$ cat src/rtl/tank_move_sched_if.sv
// Bundle between tank_move_sched, the two player input decoders and the storage block.
// The scheduler side uses the master modport; player/storage models use the slave modport.
interface tank_move_sched_if;
    logic       p1_req;
    logic [7:0] p1_dir;
    logic       p1_ack;
    logic       p1_moved;
    logic       p2_req;
    logic [7:0] p2_dir;
    logic       p2_ack;
    logic       p2_moved;
    logic [3:0] st_mode;
    logic       st_wren;
    logic       st_load_out;
    logic [7:0] st_address;
    logic [7:0] st_data;
    logic [7:0] st_q;
    logic       busy;

    modport master (
        input  p1_req, p1_dir, p2_req, p2_dir, st_q,
        output p1_ack, p1_moved, p2_ack, p2_moved,
        output st_mode, st_wren, st_load_out, st_address, st_data, busy
    );

    modport slave (
        output p1_req, p1_dir, p2_req, p2_dir, st_q,
        input  p1_ack, p1_moved, p2_ack, p2_moved,
        input  st_mode, st_wren, st_load_out, st_address, st_data, busy
    );
endinterface

$ cat src/rtl/tank_move_sched.sv
// Round-robin scheduler turning tank move requests into storage access sequences.
// Optional macro TANK_COLLIDE_EN adds a check against the other tank's position.
module tank_move_sched #(
    parameter int         RD_LAT    = 1,
    parameter logic [7:0] WALL_FREE = 8'h00
) (
    input  logic              clk,
    input  logic              reset,
    tank_move_sched_if.master bus
);

    typedef enum logic [3:0] {
        IDLE, WR_DIR, RD_POS, WAIT_POS, RD_WALL, WAIT_WALL,
        RD_OTHER, WAIT_OTHER, WR_POS, ACK
    } state_t;

    state_t     state;
    logic       ptr_p2;
    logic       sel_p2;
    logic [7:0] dir_q;
    logic [7:0] target_q;
    logic [2:0] wait_cnt;

    logic       p1_ack, p1_moved, p2_ack, p2_moved;
    logic [3:0] st_mode;
    logic       st_wren, st_load_out;
    logic [7:0] st_address, st_data;
    logic       busy;

    logic       grant_p2;
    logic [7:0] grant_dir;
    logic [8:0] step_res;

    function automatic logic dir_valid(input logic [7:0] dir);
        return (dir == 8'h00) || (dir == 8'h01) || (dir == 8'h03) || (dir == 8'h07);
    endfunction

    function automatic logic [3:0] pos_mode(input logic p2);
        return p2 ? 4'b0100 : 4'b0001;
    endfunction

    function automatic logic [3:0] dir_mode(input logic p2);
        return p2 ? 4'b0101 : 4'b0010;
    endfunction

    // {blocked, target}: up/down move the column nibble, left/right the row nibble
    function automatic logic [8:0] step(input logic [7:0] pos, input logic [7:0] dir);
        case (dir)
            8'h00:   return {pos[7:4] == 4'h0, pos - 8'h10};
            8'h01:   return {pos[7:4] == 4'hF, pos + 8'h10};
            8'h03:   return {pos[3:0] == 4'h0, pos - 8'h01};
            8'h07:   return {pos[3:0] == 4'hF, pos + 8'h01};
            default: return {1'b1, pos};
        endcase
    endfunction

    assign grant_p2  = bus.p2_req && (!bus.p1_req || ptr_p2);
    assign grant_dir = grant_p2 ? bus.p2_dir : bus.p1_dir;
    assign step_res  = step(bus.st_q, dir_q);

    task automatic finish_req(input logic moved);
        state    <= ACK;
        p1_ack   <= !sel_p2;
        p2_ack   <= sel_p2;
        p1_moved <= !sel_p2 && moved;
        p2_moved <= sel_p2 && moved;
    endtask

    always_ff @(posedge clk) begin
        if (reset) begin
            state       <= IDLE;
            ptr_p2      <= 1'b0;
            sel_p2      <= 1'b0;
            dir_q       <= 8'h00;
            target_q    <= 8'h00;
            wait_cnt    <= 3'd0;
            p1_ack      <= 1'b0;
            p1_moved    <= 1'b0;
            p2_ack      <= 1'b0;
            p2_moved    <= 1'b0;
            st_mode     <= 4'b0000;
            st_wren     <= 1'b0;
            st_load_out <= 1'b0;
            st_address  <= 8'h00;
            st_data     <= 8'h00;
            busy        <= 1'b0;
        end else begin
            st_wren     <= 1'b0;
            st_load_out <= 1'b0;
            p1_ack      <= 1'b0;
            p1_moved    <= 1'b0;
            p2_ack      <= 1'b0;
            p2_moved    <= 1'b0;
            case (state)
                IDLE: begin
                    if (bus.p1_req || bus.p2_req) begin
                        sel_p2 <= grant_p2;
                        ptr_p2 <= !grant_p2;
                        dir_q  <= grant_dir;
                        busy   <= 1'b1;
                        if (dir_valid(grant_dir)) begin
                            state   <= WR_DIR;
                            st_mode <= dir_mode(grant_p2);
                            st_wren <= 1'b1;
                            st_data <= grant_dir;
                        end else begin
                            // invalid code: acknowledge without touching storage
                            state    <= ACK;
                            p1_ack   <= !grant_p2;
                            p2_ack   <= grant_p2;
                        end
                    end
                end
                WR_DIR: begin
                    state       <= RD_POS;
                    st_mode     <= pos_mode(sel_p2);
                    st_load_out <= 1'b1;
                end
                RD_POS: begin
                    state    <= WAIT_POS;
                    wait_cnt <= 3'(RD_LAT - 1);
                end
                WAIT_POS: begin
                    if (wait_cnt != 3'd0) begin
                        wait_cnt <= wait_cnt - 3'd1;
                    end else begin
                        target_q <= step_res[7:0];
                        if (step_res[8]) begin
                            finish_req(1'b0);
                        end else begin
                            state       <= RD_WALL;
                            st_mode     <= 4'b0000;
                            st_address  <= step_res[7:0];
                            st_load_out <= 1'b1;
                        end
                    end
                end
                RD_WALL: begin
                    state    <= WAIT_WALL;
                    wait_cnt <= 3'(RD_LAT - 1);
                end
                WAIT_WALL: begin
                    if (wait_cnt != 3'd0) begin
                        wait_cnt <= wait_cnt - 3'd1;
                    end else if (bus.st_q != WALL_FREE) begin
                        finish_req(1'b0);
                    end else begin
`ifdef TANK_COLLIDE_EN
                        state       <= RD_OTHER;
                        st_mode     <= pos_mode(!sel_p2);
                        st_load_out <= 1'b1;
`else
                        state       <= WR_POS;
                        st_mode     <= pos_mode(sel_p2);
                        st_data     <= target_q;
                        st_wren     <= 1'b1;
`endif
                    end
                end
`ifdef TANK_COLLIDE_EN
                RD_OTHER: begin
                    state    <= WAIT_OTHER;
                    wait_cnt <= 3'(RD_LAT - 1);
                end
                WAIT_OTHER: begin
                    if (wait_cnt != 3'd0) begin
                        wait_cnt <= wait_cnt - 3'd1;
                    end else if (bus.st_q == target_q) begin
                        finish_req(1'b0);
                    end else begin
                        state   <= WR_POS;
                        st_mode <= pos_mode(sel_p2);
                        st_data <= target_q;
                        st_wren <= 1'b1;
                    end
                end
`endif
                WR_POS: begin
                    finish_req(1'b1);
                end
                ACK: begin
                    state <= IDLE;
                    busy  <= 1'b0;
                end
                default: begin
                    state <= IDLE;
                    busy  <= 1'b0;
                end
            endcase
        end
    end

    assign bus.p1_ack      = p1_ack;
    assign bus.p1_moved    = p1_moved;
    assign bus.p2_ack      = p2_ack;
    assign bus.p2_moved    = p2_moved;
    assign bus.st_mode     = st_mode;
    assign bus.st_wren     = st_wren;
    assign bus.st_load_out = st_load_out;
    assign bus.st_address  = st_address;
    assign bus.st_data     = st_data;
    assign bus.busy        = busy;

endmodule

$ cat src/flat_wrapper.sv
// flat-port wrapper written by rule: the top's interface ports become plain ports
module tank_move_sched_flat 
#(
    parameter int         RD_LAT    = 1,
    parameter logic [7:0] WALL_FREE = 8'h00
)
  (clk, reset, bus_p1_req, bus_p1_dir, bus_p2_req, bus_p2_dir, bus_st_q, bus_p1_ack, bus_p1_moved, bus_p2_ack, bus_p2_moved, bus_st_mode, bus_st_wren, bus_st_load_out, bus_st_address, bus_st_data, bus_busy);
  tank_move_sched_if bus_i ();
  input  logic clk;
  input  logic reset;
  input wire logic [$bits(bus_i.p1_req)-1:0] bus_p1_req;
  input wire logic [$bits(bus_i.p1_dir)-1:0] bus_p1_dir;
  input wire logic [$bits(bus_i.p2_req)-1:0] bus_p2_req;
  input wire logic [$bits(bus_i.p2_dir)-1:0] bus_p2_dir;
  input wire logic [$bits(bus_i.st_q)-1:0] bus_st_q;
  output wire logic [$bits(bus_i.p1_ack)-1:0] bus_p1_ack;
  output wire logic [$bits(bus_i.p1_moved)-1:0] bus_p1_moved;
  output wire logic [$bits(bus_i.p2_ack)-1:0] bus_p2_ack;
  output wire logic [$bits(bus_i.p2_moved)-1:0] bus_p2_moved;
  output wire logic [$bits(bus_i.st_mode)-1:0] bus_st_mode;
  output wire logic [$bits(bus_i.st_wren)-1:0] bus_st_wren;
  output wire logic [$bits(bus_i.st_load_out)-1:0] bus_st_load_out;
  output wire logic [$bits(bus_i.st_address)-1:0] bus_st_address;
  output wire logic [$bits(bus_i.st_data)-1:0] bus_st_data;
  output wire logic [$bits(bus_i.busy)-1:0] bus_busy;
  assign bus_i.p1_req = bus_p1_req;
  assign bus_i.p1_dir = bus_p1_dir;
  assign bus_i.p2_req = bus_p2_req;
  assign bus_i.p2_dir = bus_p2_dir;
  assign bus_i.st_q = bus_st_q;
  assign bus_p1_ack = bus_i.p1_ack;
  assign bus_p1_moved = bus_i.p1_moved;
  assign bus_p2_ack = bus_i.p2_ack;
  assign bus_p2_moved = bus_i.p2_moved;
  assign bus_st_mode = bus_i.st_mode;
  assign bus_st_wren = bus_i.st_wren;
  assign bus_st_load_out = bus_i.st_load_out;
  assign bus_st_address = bus_i.st_address;
  assign bus_st_data = bus_i.st_data;
  assign bus_busy = bus_i.busy;
  tank_move_sched #(.RD_LAT(RD_LAT), .WALL_FREE(WALL_FREE)) u_core (.clk(clk), .reset(reset), .bus(bus_i));
endmodule
$ cat config.mk
export PLATFORM = sky130hd
export DESIGN_NAME = tank_move_sched_flat
export DESIGN_NICKNAME = d
export VERILOG_FILES = /design/src/rtl/tank_move_sched_if.sv /design/src/rtl/tank_move_sched.sv /design/src/flat_wrapper.sv
export SDC_FILE = /design/constraint.sdc
export NUM_CORES = 1
export LEC_CHECK = 0
export CAP_MARGIN = 20
export CORE_MARGIN = 4
export CORE_UTILIZATION = 55
export DETAILED_ROUTE_END_ITERATION = 7
export DONT_BUFFER_PORTS = 1
export HOLD_SLACK_MARGIN = 0.05
export PLACE_DENSITY = 0.7
export SYNTH_ARGS = -nofsm -noshare
export SYNTH_HDL_FRONTEND = slang
export SYNTH_SLANG_ARGS = --single-unit
$ cat constraint.sdc
create_clock -name clk -period 3.2 [get_ports clk]
set_input_delay 0.16 -clock clk [delete_from_list [all_inputs] [get_ports clk]]
set_output_delay 0.16 -clock clk [all_outputs]
set_load 0.02 [all_outputs]
After elaboration in Yosys (flattened, before gate mapping)
Index checks and enable logic that the tools add are counted.

word-level totals
  register bits = 52
  latch bits = 0
  memory bits (writable) = 0
  memories = 0
  memory bits (read-only) = 0
  bits of input ports = 28
  word-level logic and storage cells = 126

operators by class
  multiply operators = 0
  bitwise logic cells = 4
  add/subtract/negate cells = 5
  equal/unequal tests = 21
  order comparisons = 0
  divide/modulo/power cells = 0
  mux-type cells = 49
  reductions and logical operators = 31
  shifts and indexed selects = 0

operator list
  operator                                             number
  two-way mux 4 bit                                    11
  two-way mux 8 bit                                    5
  case mux 9 bit (4 select lines)                      1
  case mux 4 bit (7 select lines)                      1
  two-way mux 1 bit                                    20
  equality test 8 x 1 -> 1 bit, second input constant  2
  equality test 8 x 2 -> 1 bit, second input constant  2
  equality test 8 x 3 -> 1 bit, second input constant  2
  zero test 8 bit                                      2
  case mux 4 bit (4 select lines)                      1
  case mux 8 bit (2 select lines)                      1
  equality test 4 bit, second input constant           3
  zero test 4 bit                                      3
  two-way mux 3 bit                                    3
  adder 8 x 1 -> 8 bit, second input constant          1
  adder 8 x 5 -> 8 bit, second input constant          1
  equality test 4 x 2 -> 1 bit, second input constant  2
  equality test 4 x 3 -> 1 bit, second input constant  2
  != test 2 bit, second input constant                 4
  case mux 1 bit (4 select lines)                      2
  AND reduction 2 bit                                  4
  nonzero test 8 bit                                   1
  subtractor 8 x 1 -> 8 bit, second input constant     1
  subtractor 8 x 5 -> 8 bit, second input constant     1
  17 further kinds                                     34

Logic depth before layout (Yosys ltp)
  depth after elaboration = 11
  gate-level depth with buffers = 12
  mapped depth without buffers = 11

Worst setup path after synthesis
Ideal clock, no wire load.

  path type = flip-flop to flip-flop
  start = register u_core.dir_q[7]
  end = register u_core.target_q[5]
  path buffers = 1
  required time = 3063 ps
  slack = 432 ps
  arrival = 2631 ps
  clock period less this slack = 2768 ps
  stages on the path, launching flop included = 11
  path through = dfxtp_1 nor4_4 and2_0 clkbuf_1 nand2_1 ha_1 and2_1 a311o_1 xor2_1 a221oi_1 a211oi_1

between the ends
  word-level cells in the longest chain between the ends = 2
  elaborated cells between the ends (all ways) = 5
  those cells by class = eq/ne: 3; mux: 1; reduce/logical: 1

ends and longest elaborated chain
  element                                                     RTL line                source
  from (decl)                                                 tank_move_sched.sv:20   logic [7:0] dir_q;
  from (signal assigned)                                      tank_move_sched.sv:99   dir_q <= grant_dir;
  equality test 8 x 3 -> 1 bit, or another cell as far along  tank_move_sched.sv:48   case (dir)
  case mux 9 bit (4 select lines) (*)                         tank_move_sched.sv:48
  to (signal assigned)                                        tank_move_sched.sv:127  target_q <= step_res[7:0];
  to (decl)                                                   tank_move_sched.sv:21   logic [7:0] target_q;

Every way passes the cells marked *; elsewhere a longest branch is shown, timed or not.
A chain may end at the register's enable or synchronous reset.

Final worst setup path
  start = register u_core.dir_q[7]
  end = register u_core.st_address[5], in the netlist u_core.bus.st_address[5]

between the ends
  word-level cells in the longest chain between the ends = 4
  elaborated cells between the ends (all ways) = 7
  those cells by class = eq/ne: 3; mux: 1; bitwise: 1; reduce/logical: 2

ends and longest elaborated chain
  element                                                     RTL line                source
  equality test 8 x 3 -> 1 bit, or another cell as far along  tank_move_sched.sv:48
  case mux 9 bit (4 select lines) (*)                         tank_move_sched.sv:48
  NOT 1 bit (no line)                                         -
  AND reduction 3 bit (no line)                               -
  to (signal assigned)                                        tank_move_sched.sv:133  st_address <= step_res[7:0];
  to (decl)                                                   tank_move_sched.sv:27   logic [7:0] st_address, st_data;

Marks and branches as above.

==> flow_metrics.py <==
metrics = {
    "final_layout": {
        "ff_latch_area_mm2": 0.001021,
        "n_antenna_cell": 0,
        "fin_area_mm2": 0.003161,
        "synthToLayoutAreaGrowth_pct": 5.646,
        "nets": 399,
        "finalCoreUtilization": 0.6072,
        "stdcell_count": 429,
        "multi_input_area_mm2": 0.001824,
        "n_fill_cell": 507,
        "drive_gt1_frac": 0.07799,
    },
    "critical_path": {
        "worst-path-buf-inv": 0,
        "cp-end-kind": "flop",
        "crit_slowest_cell": "ha_1",
        "crit_required_ns": 3.37,
        "r2r_slack_ns": 0.24,
        "worstRegToRegCells": 9,
        "path_cells": "nor4_4 -> and2_0 -> nand2_1 -> ha_1 -> and2_1 -> a311o_1 -> xor2_1 -> a221oi_1 -> a211oi_1",
        "r2r-end": "u_core.bus.st_address[5]",
        "crit_type": "reg -> reg",
        "crit_path_max_fanout": 7,
        "slowest_delay_ns": 0.40,
        "arrival_ns": 3.12,
        "critPathLaunch": "u_core.dir_q[7]",
        "crit_path_start_kind": "flop",
        "cp_top_family": "simple AND/OR/NAND/NOR gates",
        "reg2reg_from": "u_core.dir_q[7]",
    },
    "clock_network": {
        "hold_buffers": 1,
        "post_cts_buffers": 0,
        "cts_tree": "built",
        "h-tree-depth": 2,
        "cts.sinks": 51,
        "clk_latency_ns": 0.31,
        "post_cts_resized": 0,
        "cts_buffer_depth": 2,
        "clock_tree.root_cell": "clkbuf_8",
        "cts.clk_slew.worst_paths_ns": 0.09,
        "cts_made_buffers": 5,
    },
    "placed_design": {
        "finalWeightedCongestion": 0.8247,
        "place_ws_ns": 0.2731,
        "dpl.cell_count": 421,
        "placed_cell_area_mm2": 0.003038,
        "port_buffers": 0,
        "dpl.hpwl_um": 5257,
    },
    "hold_path": {
        "hold-path-endpoint": "u_core.bus.busy",
        "min_path_type": "in -> reg",
        "hold_start": "bus_p1_req",
        "hold_path_depth": 2,
    },
    "power": {
        "swShare": 0.4022,
        "clkPwrFrac": 0.187,
        "ir_drop_mv": 0.4038,
        "power_leakage_nw": 1.182,
        "powerDensity_mw_per_mm2": 732.7,
        "cell_internal_pwr_mw": 1.384,
        "p_comb_frac": 0.400,
        "p_switching_uw": 931.4,
        "pwr-share-seq": 0.413,
    },
    "timing": {
        "fmax_ghz": 0.3383,
        "clock_skew_ns": 0.007079,
        "setup_viol": 0,
        "maxSlewHeadroom": 0.6130,
        "tns_ns": 0,
        "maxSlewViolCount": 0,
        "setup_ws_ns": 0.2437,
        "fin_crit_sh": 0.9238,
        "post-route-min-period_ns": 2.956,
        "finalHoldViolCount": 0,
        "tightestPinTransition_ns": 0.5796,
        "grt_setup_unrepaired": "false",
    },
    "route": {
        "drt-vias-per-instance": 5.965,
        "drt-initial-drc-count": 150,
        "drc": 0,
        "wirelength_um": 6954,
        "vias": 2559,
        "post_drt_wl_per_cell_um": 16.21,
        "dr.pass1.iters": 5,
        "antenna_left": 0,
    },
    "logic_synthesis": {
        "syn_inst": 365,
        "synth-seq-cells": 51,
        "syn_area_per_cell_um2": 8.196,
        "synth-edff-count": 0,
        "synth_commonest_cells": "51 x dfxtp_1, 46 x nor2_1, 37 x nand2_1",
        "yosysMostFrequentCell": "dfxtp_1",
        "synth.area.top_cells": "dfxtp_1 34%, mux2i_1 6.4%, nor2_1 5.8%",
        "synth.cell_area_mm2": 0.002992,
        "yosysUniqueCellTypes": 62,
        "ys_seq_area_frac": 0.3413,
        "synth_nets": 405,
        "yosys_warnings": 0,
        "synth_top_cell_area_share": 0.3413,
        "synth_flop_cell": "dfxtp_1",
        "synth-async-reset-ratio": 0,
        "synth_top_area_cell": "dfxtp_1",
    },
    "floorplan": {
        "die_y_um": 81.75,
        "io_pins": 55,
        "fp-row-count": 26,
        "initial_core_util": 0.5748,
        "die_x_um": 81.75,
        "die_area_mm2": 0.006683,
        "core_area_mm2": 0.005205,
    },
    "grt": {
        "grt_antenna_before_repair": 0,
        "grt_pass1_wl_um": 11500,
        "first_global_vias": 2351,
        "grt_max_degree": 52,
        "grt_use_total": 0.2220,
        "grt_overflow": 0,
    },
    "job": {
        "maxCapViolCount": 0,
    },
    "outcome": {
        "outcome": "complete, no violations",
    },
}
## kinds of logic after synthesis
logic type      count (synthesis)  synth area share
compound gates                 96            0.2213
xor+xnor                       12           0.03513
fa+ha+maj                      12           0.05521
buf+inv                        35           0.04893
flops                          51            0.3413
mux                            20           0.06817
other cells                     1          0.001254
simple gates                  138            0.2288
## per-layer routing
layer  vias to the layer above  part of all wire  GRT usage  wire length (um)
met5                         -                 0          0                 0
met3                         8             0.071    0.05702               493
met1                      1207              0.44     0.2920              3055
li1                       1280                 -          -                 -
met2                        64              0.48     0.3473              3345
met4                         0            0.0088    0.08804                61
## cell usage in the layout (no fill, tap or decap), types with 2 or more instances in the layout
master / Yosys / routed
a211o_1: 2 / 2
a211oi_1: 17 / 17
a21o_1: 3 / 3
a21oi_1: 26 / 26
a221oi_1: 2 / 2
a31oi_1: 3 / 3
and2_1: 2 / 2
buf_4: 3 / 7
clkbuf_8: 0 / 5
dfxtp_1: 51 / 51
fa_1: 2 / 2
ha_1: 10 / 10
inv_1: 14 / 14
mux2i_1: 19 / 19
nand2_1: 37 / 37
nand2b_1: 6 / 6
nand3_1: 7 / 7
nand3b_1: 3 / 3
nand4_1: 2 / 2
nor2_1: 46 / 46
nor2b_1: 8 / 8
nor3_1: 10 / 10
nor4_2: 2 / 2
o21ai_0: 11 / 11
o21ai_1: 8 / 8
o21bai_1: 2 / 2
o22ai_1: 3 / 3
or2_2: 2 / 2
or3_1: 2 / 2
or4_1: 2 / 2
or4_4: 2 / 2
xnor2_1: 6 / 6
xor2_1: 6 / 6
## worst register-to-register path, cell delays in order, from the launching register on
cell      delay, ns
dfxtp_1        0.34
nor4_4         0.30
and2_0         0.32
nand2_1        0.25
ha_1           0.40
and2_1         0.21
a311o_1        0.37
xor2_1         0.15
a221oi_1       0.34
a211oi_1       0.13
## stage by stage
step,power [mW],hold slack (ns)
finish,2.316,0.09174
global route,2.490,0.1186
CTS,2.327,0.08945
detailed placement,1.878,0.2384
global placement,1.866,0.2339
floorplan,1.681,0.3831
## state kept, by name (all words and copies together), names as in the netlist, 3 cells and up
name / cells
u_core.bus.st_data: 8
u_core.dir_q: 8
u_core.bus.st_mode: 3
u_core.state: 4
u_core.target_q: 8
u_core.bus.st_address: 8
u_core.wait_cnt: 3
## power groups by stage
| stage | combinational [mW] | sequential, mW | clock (mW) |
|---|---|---|---|
| detailed placement | 0.906 | 0.973 | 0 |
| global route | 1.04 | 0.981 | 0.473 |
| global placement | 0.897 | 0.969 | 0 |
| floorplan | 0.785 | 0.896 | 0 |
| finish | 0.926 | 0.956 | 0.434 |
| CTS | 0.923 | 0.959 | 0.445 |
## cell type report
type | count | share of cell area
inverter | 14 | 0.01663
sequential | 51 | 0.3230
tap | 70 | 0.02771
multi-input combinational | 279 | 0.5772
clock inverter | 1 | 0.009501
timing repair buffer | 8 | 0.02296
clock buffer | 6 | 0.02296
## worst max path at each step
stage / to / slack [ns] / depth (start not counted)
finish: u_core.bus.st_address[5] / 0.24 / 9
detailed placement: u_core.bus.st_address[5] / 0.27 / 9
CTS: u_core.bus.st_address[5] / 0.25 / 9
floorplan: u_core.target_q[5] / 0.43 / 10
global route: u_core.bus.st_address[5] / 0.08 / 10
global placement: u_core.bus.st_address[5] / 0.34 / 9
Note: power is estimated with default switching activity, not from simulation.
